File: config.mk
export PLATFORM = sky130hd
export DESIGN_NAME = core_mem
export DESIGN_NICKNAME = d
export VERILOG_FILES = /design/src/rtl/core_mem.sv
export SDC_FILE = /design/constraint.sdc
export NUM_CORES = 1
export LEC_CHECK = 0
export ABC_AREA = 1
export CAP_MARGIN = 20
export CORE_MARGIN = 2
export CORE_UTILIZATION = 25
export CTS_BUF_LIST = sky130_fd_sc_hd__clkbuf_16
export DETAILED_ROUTE_END_ITERATION = 16
export PLACE_DENSITY_LB_ADDON = 0.08
export SLEW_MARGIN = 10
export SYNTH_ARGS = -nofsm -noshare
export SYNTH_HDL_FRONTEND = slang
export SYNTH_SLANG_ARGS = --single-unit
File: constraint.sdc
create_clock -name clock -period 22.7 [get_ports clock]
set_clock_uncertainty 0.2 [all_clocks]
set_input_delay 3.405 -clock clock [delete_from_list [all_inputs] [get_ports clock]]
set_output_delay 3.405 -clock clock [all_outputs]
set_load 0.1 [all_outputs]
File: src/rtl/core_mem.sv
// core_mem: memory stage of the 5-stage pipeline.
// Issues byte/half/word/dword loads and stores over a req/ready data-memory
// handshake. It formats load data by size and sign, stalls upstream while a
// transaction is outstanding, and registers the writeback bundle (MEM_data is
// forwarded back to execute).
// Optional feature: define MEM_PERF_COUNTERS_EN to add the saturating
// perf_stall_cycles / perf_mem_ops counters.
module core_mem #(
  parameter int TIMEOUT = 255,  // WAIT cycles before bus_error; 0 disables
  parameter int CNT_W   = 16    // watchdog counter width
) (
  input  logic        clock,
  input  logic        reset,
  input  logic        flush,
  input  logic [63:0] ex_out,
  input  logic [63:0] ex_B_data,
  input  logic [4:0]  ex_W_regnum,
  input  logic        ex_write_enable,
  input  logic        ex_mem_read,
  input  logic        ex_mem_write,
  input  logic [1:0]  ex_mem_size,
  input  logic        ex_mem_signed,
  output logic        dmem_req,
  output logic        dmem_we,
  output logic [63:0] dmem_addr,
  output logic [63:0] dmem_wdata,
  output logic [7:0]  dmem_be,
  input  logic        dmem_ready,
  input  logic [63:0] dmem_rdata,
  output logic        stall,
  output logic [63:0] MEM_data,
  output logic [4:0]  wb_regnum,
  output logic        wb_we,
  output logic        addr_error,
  output logic        bus_error
`ifdef MEM_PERF_COUNTERS_EN
  ,
  output logic [31:0] perf_stall_cycles,
  output logic [31:0] perf_mem_ops
`endif
);

  typedef enum logic [1:0] {IDLE, WAIT, DONE} state_t;

  // wait_cnt holds the number of WAIT cycles already completed. The timeout
  // therefore fires on the TIMEOUT-th WAIT cycle, when the count reaches
  // TIMEOUT-1.
  localparam logic [CNT_W-1:0] TIMEOUT_LAST = CNT_W'(TIMEOUT - 1);

  state_t           state, state_next;
  logic [2:0]       off;
  logic [7:0]       be_base;
  logic [2:0]       align_mask;
  logic             misaligned, is_mem, mem_op, misaligned_op;
  logic [7:0]       be_c;
  logic [63:0]      wdata_c;
  logic [CNT_W-1:0] wait_cnt;
  logic             timeout_hit;
  logic             squashed;
  logic [63:0]      load_hold;
  logic [2:0]       ld_off;
  logic [1:0]       ld_size;
  logic             ld_signed;

  // Shift the addressed lane down, truncate to the access size, then extend.
  function automatic logic [63:0] format_load(input logic [63:0] rdata,
                                              input logic [2:0]  lane,
                                              input logic [1:0]  size,
                                              input logic        sgn);
    logic [63:0] r;
    r = rdata >> {lane, 3'b000};
    unique case (size)
      2'd0:    return sgn ? {{56{r[7]}},  r[7:0]}  : {56'b0, r[7:0]};
      2'd1:    return sgn ? {{48{r[15]}}, r[15:0]} : {48'b0, r[15:0]};
      2'd2:    return sgn ? {{32{r[31]}}, r[31:0]} : {32'b0, r[31:0]};
      default: return r;
    endcase
  endfunction

  // Size decode: base byte-enable pattern and low-address alignment mask.
  // NOTE: every always_comb output gets a default first, so no path can infer a latch.
  always_comb begin
    be_base    = 8'hFF;
    align_mask = 3'b111;
    unique case (ex_mem_size)
      2'd0:    begin be_base = 8'h01; align_mask = 3'b000; end
      2'd1:    begin be_base = 8'h03; align_mask = 3'b001; end
      2'd2:    begin be_base = 8'h0F; align_mask = 3'b011; end
      default: begin be_base = 8'hFF; align_mask = 3'b111; end
    endcase
  end

  assign off           = ex_out[2:0];
  assign misaligned    = |(off & align_mask);
  assign is_mem        = ex_mem_read | ex_mem_write;
  assign mem_op        = is_mem & ~misaligned;
  assign misaligned_op = is_mem & misaligned;
  assign be_c          = be_base << off;
  assign wdata_c       = ex_B_data << {off, 3'b000};
  assign timeout_hit   = (TIMEOUT != 0) && (wait_cnt == TIMEOUT_LAST);

  // State register.
  // NOTE: sequential state uses non-blocking assignments so every flop samples pre-edge values.
  always_ff @(posedge clock or posedge reset) begin
    if (reset) state <= IDLE;
    else       state <= state_next;
  end

  // Next-state and stall. Stall is held low during reset so upstream is not frozen.
  always_comb begin
    state_next = state;
    stall      = 1'b0;
    unique case (state)
      IDLE: if (mem_op && !flush && !reset) begin
        stall      = 1'b1;
        state_next = WAIT;
      end
      WAIT: begin
        stall = 1'b1;
        if (dmem_ready)       state_next = DONE;
        else if (timeout_hit) state_next = IDLE;
      end
      DONE:    state_next = IDLE;
      default: state_next = IDLE;
    endcase
  end

  // Request, watchdog, load-hold and writeback registers.
  always_ff @(posedge clock or posedge reset) begin
    if (reset) begin
      dmem_req   <= 1'b0;
      dmem_we    <= 1'b0;
      dmem_addr  <= '0;
      dmem_wdata <= '0;
      dmem_be    <= '0;
      MEM_data   <= '0;
      wb_regnum  <= '0;
      wb_we      <= 1'b0;
      addr_error <= 1'b0;
      bus_error  <= 1'b0;
      wait_cnt   <= '0;
      squashed   <= 1'b0;
      load_hold  <= '0;
      ld_off     <= '0;
      ld_size    <= '0;
      ld_signed  <= 1'b0;
    end else begin
      addr_error <= 1'b0;
      bus_error  <= 1'b0;
      unique case (state)
        IDLE: begin
          if (mem_op && !flush) begin
            dmem_req   <= 1'b1;
            dmem_we    <= ex_mem_write;
            dmem_addr  <= {ex_out[63:3], 3'b000};
            dmem_be    <= be_c;
            dmem_wdata <= wdata_c;
            ld_off     <= off;
            ld_size    <= ex_mem_size;
            ld_signed  <= ex_mem_signed;
            wait_cnt   <= '0;
            squashed   <= 1'b0;
            wb_we      <= 1'b0;
          end else begin
            MEM_data   <= ex_out;
            wb_regnum  <= ex_W_regnum;
            wb_we      <= ex_write_enable & ~flush & ~misaligned_op;
            addr_error <= misaligned_op & ~flush;
          end
        end
        WAIT: begin
          wait_cnt <= wait_cnt + CNT_W'(1);
          // A flushed op still completes on the bus; only its result is dropped.
          if (flush) squashed <= 1'b1;
          if (dmem_ready) begin
            dmem_req  <= 1'b0;
            dmem_we   <= 1'b0;
            load_hold <= format_load(dmem_rdata, ld_off, ld_size, ld_signed);
          end else if (timeout_hit) begin
            dmem_req  <= 1'b0;
            dmem_we   <= 1'b0;
            bus_error <= 1'b1;
            wb_we     <= 1'b0;
            squashed  <= 1'b0;
          end
        end
        DONE: begin
          wb_we <= ex_write_enable & ex_mem_read & ~squashed & ~flush;
          if (!squashed && !flush) begin
            MEM_data  <= ex_mem_read ? load_hold : ex_out;
            wb_regnum <= ex_W_regnum;
          end
          squashed <= 1'b0;
        end
        default: ;
      endcase
    end
  end

`ifdef MEM_PERF_COUNTERS_EN
  // Saturating counters of stalled cycles and completed handshakes.
  always_ff @(posedge clock or posedge reset) begin
    if (reset) begin
      perf_stall_cycles <= '0;
      perf_mem_ops      <= '0;
    end else begin
      if (stall && perf_stall_cycles != '1)
        perf_stall_cycles <= perf_stall_cycles + 32'd1;
      if (state == WAIT && dmem_ready && perf_mem_ops != '1)
        perf_mem_ops <= perf_mem_ops + 32'd1;
    end
  end
`endif

endmodule

### Word-level counts from Yosys, hierarchy flattened

Cells that the tools add are included.

| storage, ports and cells | value |
|---|---|
| bits in registers | 296 |
| input bits | 207 |
| output and inout port bits | 211 |
| word-level logic and storage cells | 110 |

| operators by class | value |
|---|---|
| add/sub/neg operators | 1 |
| equality and inequality tests | 14 |
| shift-type cells | 3 |
| muxes and demuxes | 40 |
| bitwise gates (word level) | 14 |
| reductions and logical operators | 21 |

Operator list:

| kind | count |
|---|---|
| $mux 64 | 6 |
| $pmux 64 s3 | 1 |
| $pmux 64 s2 | 1 |
| $shl 64x6->64 | 1 |
| $shr 64x6->64 | 1 |
| $pmux 16 s2 | 1 |
| $pmux 8 s3 | 1 |
| $add 16x1->16 const B | 1 |
| $eq 16x8->1 const B | 1 |
| $mux 1 | 16 |
| $mux 16 | 1 |
| $ne 2x2->1 const B | 6 |
| $mux 5 | 2 |
| $pmux 5 s2 | 1 |
| $reduce_and 2->1 | 5 |
| $pmux 3 s3 | 1 |
| $reduce_and 3->1 | 3 |
| $and 1x1->1 | 8 |
| $shl 8x3->8 | 1 |
| $eq 2x1->1 const B | 3 |
| $eq 2x2->1 const B | 3 |
| $logic_not 2->1 | 3 |
| $mux 2 | 3 |
| $pmux 1 s2 | 3 |
| 11 further kinds | 20 |

### Depth between registers and ports, before layout

Gate-level depths: netlist of the first run.

| depth | value |
|---|---|
| depth in word-level cells | 10 |
| depth in mapped cells | 12 |
| mapped depth without buffers | 9 |

### Worst setup path after synthesis of the first run

No wires, ideal clock.

| timing | value |
|---|---|
| path kind | in2out |
| start | input port ex_out[1] |
| end | output port stall |
| arrival time | 6.333 ns |
| data required time | 19.095 ns |
| setup slack | 12.762 ns |
| stages | 9 |
| buffers on the path | 2 |
| cells stage by stage | buf_2 -> nor2_1 -> inv_1 -> nand2_2 -> nand2_4 -> nor2_8 -> inv_4 -> clkbuf_1 -> o21ai_0 |

| between the ends | value |
|---|---|
| word-level cells in the longest chain between the ends | 8 |

RTL lines:

| what | line | text |
|---|---|---|
| start: declaration | 15 | `input logic [63:0] ex_out,` |
| $and 3x3->3 | 94 | `assign misaligned = \|(off & align_mask);` |
| $reduce_or 3->1 | 94 |  |
| $not 1->1 | 96 | `assign mem_op = is_mem & ~misaligned;` |
| $and 1x1->1 | 96 |  |
| $logic_and 1x1->1 (2 in a row) | 114 | `IDLE: if (mem_op && !flush && !reset) begin` |
| $mux 1 | 114 |  |
| $pmux 1 s2 | 113 | `unique case (state)` |
| end: declaration | 30 | `output logic stall,` |

Every way passes these cells.

### Worst setup path after layout of the first run

Same ends and word-level chain as after synthesis.

==> results by group, run 1 <==
Clock tree
  – Post-CTS setup buffer count: 0
  – Post-CTS sizing: 0
  – Clk sink count: 296
  – CTS tree: done
  – Cts bufs inserted: 41
  – # hold bufs at CTS: 0
  – Skew-Pair Late Insertion Delay: 580 ps
  – H-tree Lvls: 2
  – Worst-path clk slew: 50 ps
  – CTS max path bufs: 3
  – Root Driver: clkbuf_16

Yosys
  – Yosys Warn Count: 0
  – Top cells by area, synth: dfrtp_1 47%, nand2_1 17%, o21ai_0 6.7%
  – Syn Inst Count: 2,082
  – Synth async-reset ratio: 100%
  – Leading area contributor after synthesis: dfrtp_1
  – Yosys top cell area share: 46.6%
  – Post-synth EDFFs: 0
  – Sequential element share of the synthesized area: 46.6%
  – Ys flop type: dfrtp_1
  – Unique masters post-synth: 43
  – Synthesized flop and latch total: 296
  – Mapped Area: 0.0159 mm²
  – Commonest cells in the synthesized netlist: 714 x nand2_1, 296 x dfrtp_1, 214 x o21ai_0, 192 x nor2_1, 145 x nand3_1
  – Most frequent cell after synthesis: nand2_1
  – Avg Cell Area, Syn: approximately 7.6 µm²

Final layout
  – Util after Layout: 34.5%
  – Filler cells: 6,687
  – Footprint of the multi-input gates: 0.00745 mm²
  – FF+latch area: roughly 0.0074 mm²
  – Layout cell share with drive strength beyond 1: 5.48%
  – Area Growth Syn to Fin: 36.8%
  – Final #Nets: 2,630

GRT
  – Initial antenna violation count: 10
  – Grt total ovfl: 0
  – Gr usage total: 19.9%
  – Vias in the first global route: 15,200
  – Largest net degree at the start of global routing: around 130
  – First-pass GRT wire length: 99,800 µm

Setup path
  – WS Path Type: input pin to output pin
  – CP arrival: 6100 ps
  – Worst EP required: 19,100 ps
  – Worst Path Max Fanout: between 40 and 50
  – FF-to-FF Start: state[0]$_DFFE_PP0P_
  – CP endpoint kind: output pin
  – Setup crit start: ex_out[1]
  – Critical Path Source Type: input pin

Placement
  – Buffers on Ports: 414
  – Routability cong.: between 0.8 and 0.9
  – DP Wirelength: 47,700 µm

STA
  – RSZ-0062 raised after global routing: no
  – Setup violators final: 0
  – Total Neg Setup Slack: 0 ps
  – Final worst path period share: 42.7%
  – Final number of hold-violating endpoints: 0
  – Relative slew slack: a little under a quarter
  – Minimum clock period: 9700 ps
  – Slew Limit Fails: 0
  – Actual slew at the worst max-slew pin: ~1100 ps
  – Max Clock Freq: slightly above 100 MHz

Routing
  – Initial DRT Pass Iterations: 5
  – Vias per Instance: about 4.6
  – Post-route ant nets: 0
  – DRC: 0
  – WL per Instance: 20.0 µm
  – Detailed Route Iter0 Violations: ~1,200
  – Total number of vias: 15,300
  – Routed WL: 65,800 µm

Floorplan
  – Core ar.: 0.0630 mm²
  – Cell Rows: 92
  – Die width: about 260 µm
  – Die H: 256 µm
  – Io pins: 418
  – Initial Utilization: 25.2%
  – Die area: about 0.066 mm²

Worst hold path
  – Hold crit path type: register to register
  – Beginning of the worst hold path: dmem_addr[34]$_DFFE_PP0P_

Job
  – Number of max-cap violations: 0

Run status
  – Status: finished, final reports clean
[metal layers]
metal | wire length (µm) | GRT usage [%]
met3 | 3970 | 4.42
met1 | 28800 | 26.1
met5 | 86 | 0
met2 | 31100 | 32.6
met4 | 1820 | 6.25
[cell type report]
cell class,instances,area share (%)
inverters,69,1.25
flip-flops and latches,296,34.1
clock inverters,32,1.02
clock buffers,41,4.72
well taps,846,4.87
multi-input cells,1573,34.3
diodes,3,0.0345
repair buffers,436,19.8
[kinds of logic after synthesis]
| family | after synthesis | share of synthesized area [%] |
|---|---|---|
| compound gates | 379 | 13.3 |
| xor+xnor | 3 | 0.165 |
| other cells | 1 | 0.0236 |
| flops | 296 | 46.6 |
| simple gates | 1117 | 28.8 |
| buf+inv | 215 | 6.63 |
| mux | 65 | 4.09 |
| fa+ha+maj | 6 | 0.472 |
[worst max-delay path, cell delays in order]
cell	delay (ps)
clkdlybuf4s50_1	390
buf_4	280
nor2_1	180
inv_1	70
nand2_2	110
nand2_4	80
nor2_8	100
inv_4	130
o21ai_0	180
clkdlybuf4s50_1	1160
[layout by cell type, fill, tap and decap left out, types with 22 or more instances in the layout]
cell type,instances
nand2_1,713
nand4_1,22
dfrtp_1,295
inv_1,72
nor2_1,192
o21ai_1,32
o21a_1,23
clkdlybuf4s50_1,412
clkbuf_16,41
mux2i_1,65
o21ai_0,214
a21oi_1,52
nand3_1,145
buf_4,23
[metrics by stage]
step / hold WS, ps / worst slack [ps] / instance area [µm²] / cells
2_1_floorplan: 244 / 10920 / 15900 / 2084
3_3_place_gp: 253 / 12980 / 20500 / 3220
3_5_place_dp: 258 / 13000 / 20500 / 3220
4_1_cts: 271 / 12990 / 21700 / 3293
5_1_grt: 288 / 12850 / 21700 / 3296
6_report: 266 / 13000 / 21700 / 3296
[state kept, by name (all words and copies together) (netlist names)]
register / flops
dmem_we: 1
ld_size: 2
dmem_be: 8
state: 2
dmem_wdata: 64
MEM_data: 64
ld_off: 3
ld_signed: 1
load_hold: 64
dmem_addr: 61
bus_error: 1
wb_regnum: 5
squashed: 1
dmem_req: 1
addr_error: 1
wait_cnt: 16
wb_we: 1
[path summary, 6_finish.rpt]
check                                       endpoint  cells past startpoint  slack [ps]
setup / recovery                               stall                     10       13000
hold / removal             dmem_addr[34]$_DFFE_PP0P_                      2         270
setup reg to reg           dmem_wdata[1]$_DFFE_PP0P_                      8       18820
hold reg to reg            dmem_addr[34]$_DFFE_PP0P_                      2         270
max in group asynchronous  dmem_addr[27]$_DFFE_PP0P_                      5       16000
min in group asynchronous   wb_regnum[1]$_DFFE_PP0P_                      2        3200
Power of run 1 is left out: the tool's default activity adds up to more than one toggle a clock period on the data nets, which glitch-free logic cannot reach.
==> run 2, diff against run 1 <==
==> constraint.sdc (replaced) <==
create_clock -name clock -period 8.5 [get_ports clock]
set_clock_uncertainty 0.2 [all_clocks]
set_input_delay 1.275 -clock clock [delete_from_list [all_inputs] [get_ports clock]]
set_output_delay 1.275 -clock clock [all_outputs]
set_load 0.1 [all_outputs]
==> run 2 against run 1 <==
Global-route usage down 0.094 points. First-iteration DRC count down 4.8%. Die area unchanged. Worst setup slack worse by 9900 ps. Sequential cell count unchanged. Sequential share of layout area about the same. Worst hold slack better by 2.0 ps. Critical path type unchanged. Largest cell class unchanged. Highest routed layer unchanged.
==> results by group, run 2 (synthesis results as in run 1) <==
Run status
  – Status: finished, final reports clean (unchanged)

Setup path
  – Worst path slowest cell: clkdlybuf4s50_1 (unchanged)
  – Crit Reg-Reg Endpoint: MEM_data[27]$_DFFE_PP0P_ (was dmem_wdata[1]$_DFFE_PP0P_)
  – Max incr delay on CP: 570 ps (was 1160 ps)
  – Worst EP required: 7030 ps (was 19,100 ps)
  – R2R Setup Slk: 4530 ps (was 18,820 ps)
  – FF-to-FF Start: state[0]$_DFFE_PP0P_ (unchanged)
  – Worst Path Max Fanout: 55 (was 43)
  – CP endpoint kind: output pin (unchanged)
  – R2R cell count: 9 (was 8)
  – CP arrival: 3920 ps (was 6100 ps)
  – Worst path most repeated cell: nor2_1 (was clkdlybuf4s50_1)
  – Critical Path Source Type: input pin (unchanged)
  – Worst-path cell chain: clkdlybuf4s50_1 -> nor2_1 -> nor2_1 -> nand2_1 -> nor2_8 -> buf_12 -> inv_4 -> o21ai_0 -> buf_4 (was clkdlybuf4s50_1 -> buf_4 -> nor2_1 -> inv_1 -> nand2_2 -> nand2_4 -> nor2_8 -> inv_4 -> o21ai_0 -> clkdlybuf4s50_1)
  – WS Path Type: input pin to output pin (unchanged)

Clock tree
  – Cts bufs inserted: 40 (was 41)
  – Clk sink count: 296 (unchanged)
  – Post-CTS setup buffer count: 0 (unchanged)
  – CTS max path bufs: 3 (unchanged)
  – H-tree Lvls: 2 (unchanged)
  – Post-CTS sizing: 0 (unchanged)
  – CTS tree: done (unchanged)
  – # hold bufs at CTS: 0 (unchanged)
  – Root Driver: clkbuf_16 (unchanged)
  – Skew-Pair Late Insertion Delay: 560 ps (was 580 ps)
  – Worst-path clk slew: 60 ps (was 50 ps)

Floorplan
  – Die area: 0.0656 mm² (unchanged)
  – Die H: 256 µm (unchanged)
  – Core ar.: 0.0630 mm² (unchanged)
  – Die width: 256 µm (unchanged)
  – Cell Rows: 92 (unchanged)
  – Initial Utilization: 25.2% (unchanged)
  – Io pins: 418 (unchanged)

STA
  – Actual slew at the worst max-slew pin: 1110 ps (was 1140 ps)
  – Slew Limit Fails: 0 (unchanged)
  – Setup violators final: 0 (unchanged)
  – RSZ-0062 raised after global routing: no (unchanged)
  – Relative slew slack: 25.8% (was 23.5%)
  – Final number of hold-violating endpoints: 0 (unchanged)
  – Max Clock Freq: 185 MHz
  – Total Neg Setup Slack: 0 ps (unchanged)
  – Minimum clock period: roughly 5400 ps
  – Final worst path period share: 63.4%

Final layout
  – Top Registers: MEM_data (64), dmem_wdata (64), load_hold (64) (unchanged)
  – Most common cell after layout, fill and taps aside: nand2_1 (unchanged)
  – Area Growth Syn to Fin: 36.9% (was 36.8%)
  – Layout cell share with drive strength beyond 1: 5.61% (was 5.48%)
  – Final #Nets: 2,629 (was 2,630)
  – Commonest non-fill, non-tap cells in the layout: 713 x nand2_1, 410 x clkdlybuf4s50_1, 295 x dfrtp_1 (was 713 x nand2_1, 412 x clkdlybuf4s50_1, 295 x dfrtp_1)

Placement
  – Routability cong.: 0.847 (was 0.858)
  – Buffers on Ports: 414 (unchanged)
  – DP Wirelength: 48,100 µm (was 47,700 µm)

Routing
  – Routed WL: 66,000 µm (was 65,800 µm)
  – Initial DRT Pass Iterations: 6 (was 5)
  – DRC: 0 (unchanged)
  – Total number of vias: 15,200 (was 15,300)
  – Detailed Route Iter0 Violations: 1,105 (was 1,161)
  – Vias per Instance: 4.62 (was 4.65)
  – Post-route ant nets: 0 (unchanged)
  – WL per Instance: 20.1 µm (was 20.0 µm)

GRT
  – Grt total ovfl: 0 (unchanged)
  – First-pass GRT wire length: 99,200 µm (was 99,800 µm)
  – Gr usage total: 19.8% (was 19.9%)
  – Initial antenna violation count: 6 (was 10)
  – Largest net degree at the start of global routing: 164 (was 129)
  – Vias in the first global route: 15,300 (was 15,200)

Worst hold path
  – Hold Path Sink: dmem_addr[41]$_DFFE_PP0P_ (was dmem_addr[34]$_DFFE_PP0P_)
  – Hold crit path type: register to register (unchanged)
  – Hold path cells: 2 (unchanged)
  – Beginning of the worst hold path: dmem_addr[41]$_DFFE_PP0P_ (was dmem_addr[34]$_DFFE_PP0P_)

Job
  – Number of max-cap violations: 0 (unchanged)
[run 2: cell type report]
cell class              instances  area, µm²
fillers                      6696      41200
inverters                      69        268
diodes                          2       5.00
clock inverters                28        228
clock buffers                  41       1030
flip-flops and latches        296       7410
repair buffers                436       4320
multi-input cells            1573       7450
well taps                     846       1060
[run 2: how the worst max path moves through the flow]
stage	startpoint	end	slack (ps)	depth (start not counted)
finish	ex_mem_read	stall	3110	9
global route	ex_mem_read	stall	2800	9
CTS	ex_mem_read	stall	2530	8
detailed placement	ex_mem_read	stall	2540	8
global placement	ex_mem_read	stall	2600	8
floorplan	ex_out[1]	stall	2820	9
[run 2: per-stage QoR]
| step | utilization [%] | area (µm²) | setup slack (ps) | hold WS, ps | cells |
|---|---|---|---|---|---|
| floorplan | - | 15900 | 2820 | 244 | 2084 |
| global placement | 32.5 | 20500 | 2600 | 255 | 3219 |
| detailed placement | 32.5 | 20500 | 2540 | 258 | 3219 |
| CTS | 34.5 | 21700 | 2530 | 272 | 3288 |
| global route | 34.6 | 21800 | 2800 | 289 | 3291 |
| finish | 34.6 | 21800 | 3110 | 268 | 3291 |
[run 2: layer usage]
layer / track usage [%] / routed length (µm)
met1: 25.9 / 29100
met2: 33.3 / 31700
met3: 4.26 / 3830
met4: 4.73 / 1400
met5: 0 / 50
[run 2: critical path: cells and delay by family]
family / cells / cell delay (ps)
buf+inv: 4 / 1460
simple gates: 4 / 840
compound gates: 1 / 250
Power of run 2 is left out for the same reason.
